$ cat src/rtl/equiv_sequencer.sv
`default_nettype none
// ============================================================================
// equiv_sequencer : drives a shared x stream into two FSMs and flags divergence
// Revision 1.0
// ============================================================================
module equiv_sequencer (
    input  logic        clk,
    input  logic        reset,
    input  logic        start,
    input  logic [15:0] pattern,
    input  logic [4:0]  length,
    input  logic        abort,
    input  logic        y_a,
    input  logic        y_b,
    output logic        x_out,
    output logic        fsm_reset,
    output logic        busy,
    output logic        done,
    output logic        mismatch,
    output logic [4:0]  mismatch_idx,
    output logic [4:0]  step
);

    typedef enum logic [2:0] {
        S_IDLE  = 3'd0,
        S_RST   = 3'd1,
        S_RUN   = 3'd2,
        S_FINAL = 3'd3,
        S_DONE  = 3'd4
    } state_t;

    localparam logic [4:0] c_MAX_LEN = 5'd16;

    state_t      r_state;
    logic [15:0] r_pattern;
    logic [4:0]  r_len;
    logic [4:0]  r_step;
    logic [4:0]  r_mis_idx;
    logic        r_mis;
    logic        r_x;
    logic        r_frst;
    logic        r_busy;
    logic        r_done;

    logic [4:0]  w_len_clamped;
    logic        w_last;
    logic        w_cmp_en;
    logic [4:0]  w_cmp_idx;
    logic [3:0]  w_step_nxt;

    assign w_len_clamped = (length > c_MAX_LEN) ? c_MAX_LEN : length;
    assign w_last        = (r_step == (r_len - 5'd1));
    assign w_cmp_en      = (r_state == S_RUN) || (r_state == S_FINAL);
    // FINAL compares the state after all len inputs have been applied
    assign w_cmp_idx     = (r_state == S_FINAL) ? r_len : r_step;
    assign w_step_nxt    = r_step[3:0] + 4'd1;

    always_ff @(posedge clk or negedge reset) begin
        if (!reset) begin
            r_state   <= S_IDLE;
            r_pattern <= '0;
            r_len     <= '0;
            r_step    <= '0;
            r_mis_idx <= '0;
            r_mis     <= 1'b0;
            r_x       <= 1'b0;
            r_frst    <= 1'b0;
            r_busy    <= 1'b0;
            r_done    <= 1'b0;
        end else begin
            r_x    <= 1'b0;
            r_frst <= 1'b0;
            r_done <= 1'b0;

            if (w_cmp_en && (y_a != y_b) && !r_mis) begin
                r_mis     <= 1'b1;
                r_mis_idx <= w_cmp_idx;
            end

            case (r_state)
                S_IDLE: begin
                    if (start) begin
                        r_pattern <= pattern;
                        r_len     <= w_len_clamped;
                        r_mis     <= 1'b0;
                        r_mis_idx <= '0;
                        r_step    <= '0;
                        r_frst    <= 1'b1;
                        r_busy    <= 1'b1;
                        r_state   <= S_RST;
                    end
                end
                S_RST: begin
                    if (abort) begin
                        r_busy  <= 1'b0;
                        r_state <= S_IDLE;
                    end else if (r_len != 5'd0) begin
                        r_x     <= r_pattern[0];
                        r_state <= S_RUN;
                    end else begin
                        r_state <= S_FINAL;
                    end
                end
                S_RUN: begin
                    // abort wins and leaves step at the value it had
                    if (abort) begin
                        r_busy  <= 1'b0;
                        r_state <= S_IDLE;
                    end else if (w_last) begin
                        r_state <= S_FINAL;
                    end else begin
                        r_step <= r_step + 5'd1;
                        r_x    <= r_pattern[w_step_nxt];
                    end
                end
                S_FINAL: begin
                    if (abort) begin
                        r_busy  <= 1'b0;
                        r_state <= S_IDLE;
                    end else begin
                        r_done  <= 1'b1;
                        r_state <= S_DONE;
                    end
                end
                S_DONE: begin
                    r_busy  <= 1'b0;
                    r_state <= S_IDLE;
                end
                default: begin
                    r_busy  <= 1'b0;
                    r_state <= S_IDLE;
                end
            endcase
        end
    end

    assign x_out        = r_x;
    assign fsm_reset    = r_frst;
    assign busy         = r_busy;
    assign done         = r_done;
    assign mismatch     = r_mis;
    assign mismatch_idx = r_mis_idx;
    assign step         = r_step;

endmodule
`default_nettype wire

$ cat config.mk
export PLATFORM = sky130hd
export DESIGN_NAME = equiv_sequencer
export DESIGN_NICKNAME = d
export VERILOG_FILES = /design/src/rtl/equiv_sequencer.sv
export SDC_FILE = /design/constraint.sdc
export NUM_CORES = 1
export LEC_CHECK = 0
export BUFFER_PORTS_ARGS = -buffer_cell sky130_fd_sc_hd__buf_2
export CAP_MARGIN = 20
export CORE_MARGIN = 5
export CORE_UTILIZATION = 38
export CTS_CLUSTER_DIAMETER = 150
export DETAILED_ROUTE_END_ITERATION = 12
export PLACE_DENSITY = 0.65
export SLEW_MARGIN = 30
export SYNTH_ARGS = -nofsm -noshare
export SYNTH_HDL_FRONTEND = slang
export SYNTH_SLANG_ARGS = --single-unit
$ cat constraint.sdc
create_clock -name clk -period 3.3 [get_ports clk]
set_input_delay 0.66 -clock clk [delete_from_list [all_inputs] [get_ports clk]]
set_output_delay 0.66 -clock clk [all_outputs]
set_load 0.005 [all_outputs]
# Word level (Yosys, flattened, before mapping)

Index checks and enable logic that the tools add are counted.

Flip-flop bits (word level): 39
Latch bits: 0
Bits in writable memories: 0
ROM bits: 0
Input bits: 27
Logic and storage cells: 70
Memories: 0

Add/subtract/negate cells: 3
Multipliers: 0
Div/mod/pow operators: 0
$lt $le $gt $ge: 2
Eq/ne operators: 10
Shifts and indexed selects: 0
Muxes and demuxes: 33
Bitwise logic cells: 0
Reductions and logical operators: 12

Operators with widths:

| kind                                                                         | count |
|---|---|
| 5-bit two-way mux                                                            | 8 |
| 1-bit two-way mux                                                            | 15 |
| 3-bit two-way mux                                                            | 4 |
| 3-bit case mux with 4 select lines                                           | 1 |
| 5-bit case mux with 2 select lines                                           | 1 |
| 3-bit by 2-bit equality test with 1-bit output, second input constant        | 2 |
| 2-bit inequality test, second input constant                                 | 3 |
| 2-bit AND reduction                                                          | 3 |
| 5-bit by 1-bit adder with 5-bit output, second input constant                | 1 |
| 5-bit equality test                                                          | 1 |
| 5-bit greater-than comparator, second input constant                         | 1 |
| 4-bit by 5-bit less-than comparator with 1-bit output, second input constant | 1 |
| 5-bit nonzero test                                                           | 1 |
| 5-bit by 1-bit subtractor with 5-bit output, second input constant           | 1 |
| 4-bit by 1-bit adder with 4-bit output, second input constant                | 1 |
| 1-bit binary-select mux with 4-bit select                                    | 1 |
| 1-bit case mux with 2 select lines                                           | 2 |
| 4-bit AND reduction                                                          | 1 |
| 3-bit by 1-bit equality test with 1-bit output, second input constant        | 1 |
| 3-bit zero test                                                              | 1 |
| 3-bit inequality test, second input constant                                 | 1 |
| 3-bit OR reduction                                                           | 1 |
| 1-bit logical AND                                                            | 2 |
| 2-bit two-way mux                                                            | 1 |
| other kinds (5)                                                              | 5 |

# Logic depth before layout (Yosys ltp)

Word-level depth: 7
Depth in mapped cells: 7

# Least setup slack after synthesis

OpenSTA, ideal clock, no wires.

Path type: flip-flop to flip-flop
Start point: register r_len[0]
End point: register r_x (netlist: x_out)
Library setup time: 0.121 ns
Data arrival time: 1.602 ns
Path slack: 1.577 ns
Stages on the path, launching flop included: 8
Path buffers: 0
Clock period less this slack: 1.723 ns
Cell sequence: dfrtp_1 -> inv_1 -> ha_1 -> nor3b_1 -> xnor2_1 -> nand3_1 -> o21a_4 -> a22o_1

Word-level cells in the longest chain between the ends: 5
Elaborated cells between the ends (all ways): 8
Those cells by class: add/sub (1); eq/ne (1); mux (5); reduce/logical (1)

RTL lines:

| element                                     | line | source |
|---|---|---|
| start: declaration                          | 36   | `logic [4:0] r_len;` |
| start signal: assignment                    | 84   | `r_len <= w_len_clamped;` |
| 5-bit by 1-bit subtractor with 5-bit output | 52   | `assign w_last = (r_step == (r_len - 5'd1));` |
| 5-bit equality test                         | 52   |  |
| 1-bit two-way mux                           | 109  | `end else if (w_last) begin` |
| 1-bit two-way mux                           | 106  | `if (abort) begin` |
| 1-bit case mux with 2 select lines *        | 80   | `case (r_state)` |
| end signal: assignment                      | 98   | `r_x <= r_pattern[0];` |
| end signal: assignment                      | 113  | `r_x <= r_pattern[w_step_nxt];` |
| end: declaration                            | 40   | `logic r_x;` |

Mark *: on every way between the ends. The rest lies on a longest branch, timed or not.
A chain may end at the register's enable or synchronous reset.

# Worst setup path in the final report

Start point: register r_step[0] (netlist: step[0])
End point: register r_x (netlist: x_out)

Word-level cells in the longest chain between the ends: 6
Elaborated cells between the ends (all ways): 7
Those cells by class: add/sub (1); eq/ne (1); mux (5)

RTL lines:

| element                                   | line | source |
|---|---|---|
| start: declaration                        | 37   | `logic [4:0] r_step;` |
| start signal: assignment                  | 112  | `r_step <= r_step + 5'd1;` |
| 4-bit by 1-bit adder with 4-bit output    | 56   | `assign w_step_nxt = r_step[3:0] + 4'd1;` |
| 1-bit binary-select mux with 4-bit select | 113  |  |
| 1-bit two-way mux (implied by the code)   | 113  |  |
| 1-bit two-way mux *                       | 109  |  |
| 1-bit two-way mux *                       | 106  |  |
| 1-bit case mux with 2 select lines *      | 80   |  |

Mark *: on every way between the ends. The rest lies on a longest branch, timed or not. The select of a mux whose other input is x is not followed.

==> results by group <==
Die
  • Die boundary width: about 81 µm
  • Num ports: 42
  • Y dimension of the die: ~81 µm
  • Site row count: 26
  • DIE AREA: approximately 0.0066 mm²
  • Core Area: ~0.0050 mm²
  • Starting utilization of the core area: 0.385

Worst setup path
  • Category of the worst setup path capture point: register
  • Library cell contributing the largest single delay on the critical path: sky130_fd_sc_hd__dfrtp_1
  • Worst Reg-to-Reg Cells: 6
  • Ordered list of cells on the worst path: ha_1 -> xor2_4 -> mux4_1 -> or3b_1 -> nand4_1 -> a22o_1
  • Delay of the slowest critical-path stage: 620 ps
  • Required arrival time at the worst endpoint: ~3500 ps
  • Logic depth of the worst setup path including buffers: 6
  • Worst setup path startpoint: step[0]
  • CP top delay family: flip-flops
  • Source of the worst register-to-register timing path: step[0]
  • Critical path type: reg2reg
  • Capture instance of the worst register-to-register path: x_out
  • Type of origin of the critical path: register
  • CP Max Fanout: 11
  • Setup slack, reg-to-reg: 1190 ps
  • Data arrival at the endpoint of the critical path: about 2300 ps
  • Total buffers and inverters traversed by the critical path: 0

Job
  • Maximum Capacitance Violations: 0

Place
  • Buffers added on ports: between 40 and 50
  • Hpwl dp: between 2000 and 3000 µm
  • Last weighted congestion value of the routability-driven placer: 0.722

Routing
  • First DRT Iteration DRCs: 57
  • Count of vias placed by the detailed router: 1410
  • Post-route met1 wirelength: between 1500 and 2000 µm
  • Routed length on met3: 225 µm
  • Final antenna-violating net count: 0
  • Total detailed-routing wirelength: 3940 µm
  • Post-detailed-route via-to-cell ratio: roughly 4.6
  • DRC errors left: 0
  • Routed length per placed instance: approximately 13 µm
  • Drt pass-1 iters: 4
  • Length of routed met2 wiring: approximately 1900 µm
  • Uppermost routed layer: met4

Clock tree
  • CTS hold repair buffers: 0
  • Clock transition time at the flip-flop clock pins of the worst setup and hold paths: ~80 ps
  • Clock Path Buffers: 2
  • Clock Sinks: 39
  • Clock tree from TritonCTS: built
  • Root Driver: sky130_fd_sc_hd__clkbuf_8
  • Clock latency on the worst-skew pair: about 290 ps
  • H-tree depth: 2
  • Post-CTS Setup Inserts: 0
  • Count of instances resized after the clock tree is built: 0
  • Num CTS Buffers: 5

Logic synthesis
  • Cell with the most instances after synthesis: sky130_fd_sc_hd__nand2_1
  • Total standard cell area after synthesis: slightly below 0.002 mm²
  • Number of synthesized flops with an enable pin: 0
  • Area fraction in compound gates after synthesis: 0.0645
  • Sequential cell area fraction in the yosys report: 0.503
  • Post-synthesis cell count: 196
  • Syn_area_per_cell: a little under 10 µm²
  • Number of unique standard cell types used by synthesis: 35
  • Main combinational cell family by area after synthesis: simple AND/OR/NAND/NOR gates
  • Top FF cell, synth: sky130_fd_sc_hd__dfrtp_1
  • Simple-gate share of the synthesized area: 0.239
  • Leading post-synthesis cells by cell area: sky130_fd_sc_hd__dfrtp_1 (50%), sky130_fd_sc_hd__nand2_1 (12%), sky130_fd_sc_hd__mux2i_1 (4.1%), sky130_fd_sc_hd__mux4_1 (4.1%), sky130_fd_sc_hd__nor2_1 (2.9%)
  • Synth Area in XOR/XNOR: 0.0593
  • Yosys top cell by area: sky130_fd_sc_hd__dfrtp_1
  • Adder-cell area share of the yosys netlist: 0.0129
  • Synth warn: 0
  • Multiplexer fraction of the synthesized cell area: 0.0935
  • Post-synthesis sequential element count: 39
  • Synth async-reset ratio: 1.00
  • Net count of the mapped netlist: 225
  • Area share of the leading cell type in the synthesized netlist: 0.503
  • Commonest cells in the synthesized netlist: sky130_fd_sc_hd__nand2_1 (62), sky130_fd_sc_hd__dfrtp_1 (39), sky130_fd_sc_hd__nor2_1 (15), sky130_fd_sc_hd__mux2i_1 (8), sky130_fd_sc_hd__clkbuf_1 (7)

Power and ir drop
  • Leakage power summed over all cells: between 0.001 and 0.0015 µW
  • Power density normalized to cell area: roughly 840 mW/mm²
  • Worst vdd ir: slightly below 0.3 mV

STA
  • Max Slew Vio Count: 0
  • Upper clock frequency limit: roughly 470 MHz
  • Clock Skews: just under 8 ps
  • Min Clock Period, post-route: 2110 ps
  • Setup tns final: 0 ps
  • Setup repair after global routing missed its margin: no
  • Final Hold Violating Endpoints: 0
  • Final setup violation count: 0
  • Max-slew headroom: 0.425
  • Portion of the clock cycle consumed by the worst path in the final layout: 0.638
  • Worst-Margin Slew: ~860 ps
  • Tightest hold margin: 335 ps

Global route
  • Via count of the first global-routing pass: between 1000 and 1500
  • First-pass GRT wire length: 6510 µm
  • Overflow after GRT: 0
  • Pin count of the biggest net entering global routing: 40
  • Antenna violations before repair: 0
  • Aggregate global-route resource usage: 0.130

Layout
  • Final #Nets: between 200 and 300
  • Share of layout cells above drive strength 1: 0.236
  • Antenna diode instance count: 0
  • Area Overhead vs Synth: 18.8%

Run status
  • Outcome: completed

Min path
  • Worst hold path type: in2async
[layer usage]
metal,vias up,GRT usage
li1,736,-
met1,638,0.167
met2,34,0.212
met3,2,0.0417
met4,0,0.0355
met5,-,0
[cell usage in the layout, fill, tap and decap left out, types with 2 or more instances in the layout]
| master | count |
|---|---|
| sky130_fd_sc_hd__xnor2_1 | 4 |
| sky130_fd_sc_hd__a21oi_1 | 4 |
| sky130_fd_sc_hd__nand3b_1 | 6 |
| sky130_fd_sc_hd__o21ai_0 | 4 |
| sky130_fd_sc_hd__nor2_1 | 15 |
| sky130_fd_sc_hd__mux4_1 | 3 |
| sky130_fd_sc_hd__ha_1 | 2 |
| sky130_fd_sc_hd__nand2b_1 | 2 |
| sky130_fd_sc_hd__a211oi_1 | 6 |
| sky130_fd_sc_hd__clkbuf_8 | 7 |
| sky130_fd_sc_hd__mux2i_1 | 8 |
| sky130_fd_sc_hd__buf_4 | 2 |
| sky130_fd_sc_hd__dfrtp_1 | 39 |
| sky130_fd_sc_hd__nand3_1 | 5 |
| sky130_fd_sc_hd__xor2_1 | 6 |
| sky130_fd_sc_hd__buf_2 | 40 |
| sky130_fd_sc_hd__inv_1 | 4 |
| sky130_fd_sc_hd__nand2_1 | 62 |
[flip-flops by register name (all words and copies together) (netlist names), 3 cells and up]
register      flops
mismatch_idx      5
r_state           3
step              5
r_pattern        16
r_len             5
[worst max path at each step]
stage	end	slack, ps
6_report	x_out	1190
5_1_grt	x_out	1060
4_1_cts	x_out	1170
3_5_place_dp	x_out	1190
3_3_place_gp	x_out	1160
2_1_floorplan	x_out	1580
[cells by family after synthesis]
kind of cell,Yosys count
AO/OA/AOI/OAI,18
XOR/XNOR,11
adder cells (fa/ha/maj),2
buffers and inverters,13
flip-flops,39
multiplexers,12
AND/OR/NAND/NOR,101
[metrics by stage]
step	setup WS, ps	area, µm²	cells	power, µW	utilization
4_1_cts	1170	2300	307	1960	0.457
6_report	1190	2300	307	1940	0.457
2_1_floorplan	1580	1940	196	1380	-
3_3_place_gp	1160	2200	299	1590	0.437
5_1_grt	1060	2300	307	2100	0.457
3_5_place_dp	1190	2200	299	1610	0.437
[where the power goes]
group | internal [µW] | total [µW] | switching (µW)
Combinational | 353 | 746 | 393
Sequential | 675 | 837 | 162
Clock | 191 | 355 | 164
[cell type report]
cell class / count / area, µm²
Clock buffer: 8 / 100
Inverter: 4 / 15.0
Multi-Input combinational cell: 144 / 911
Fill cell: 487 / 2740
Timing Repair Buffer: 42 / 215
Tap cell: 70 / 87.6
Sequential cell: 39 / 976
No activity file was read; power rests on OpenSTA's default activity.
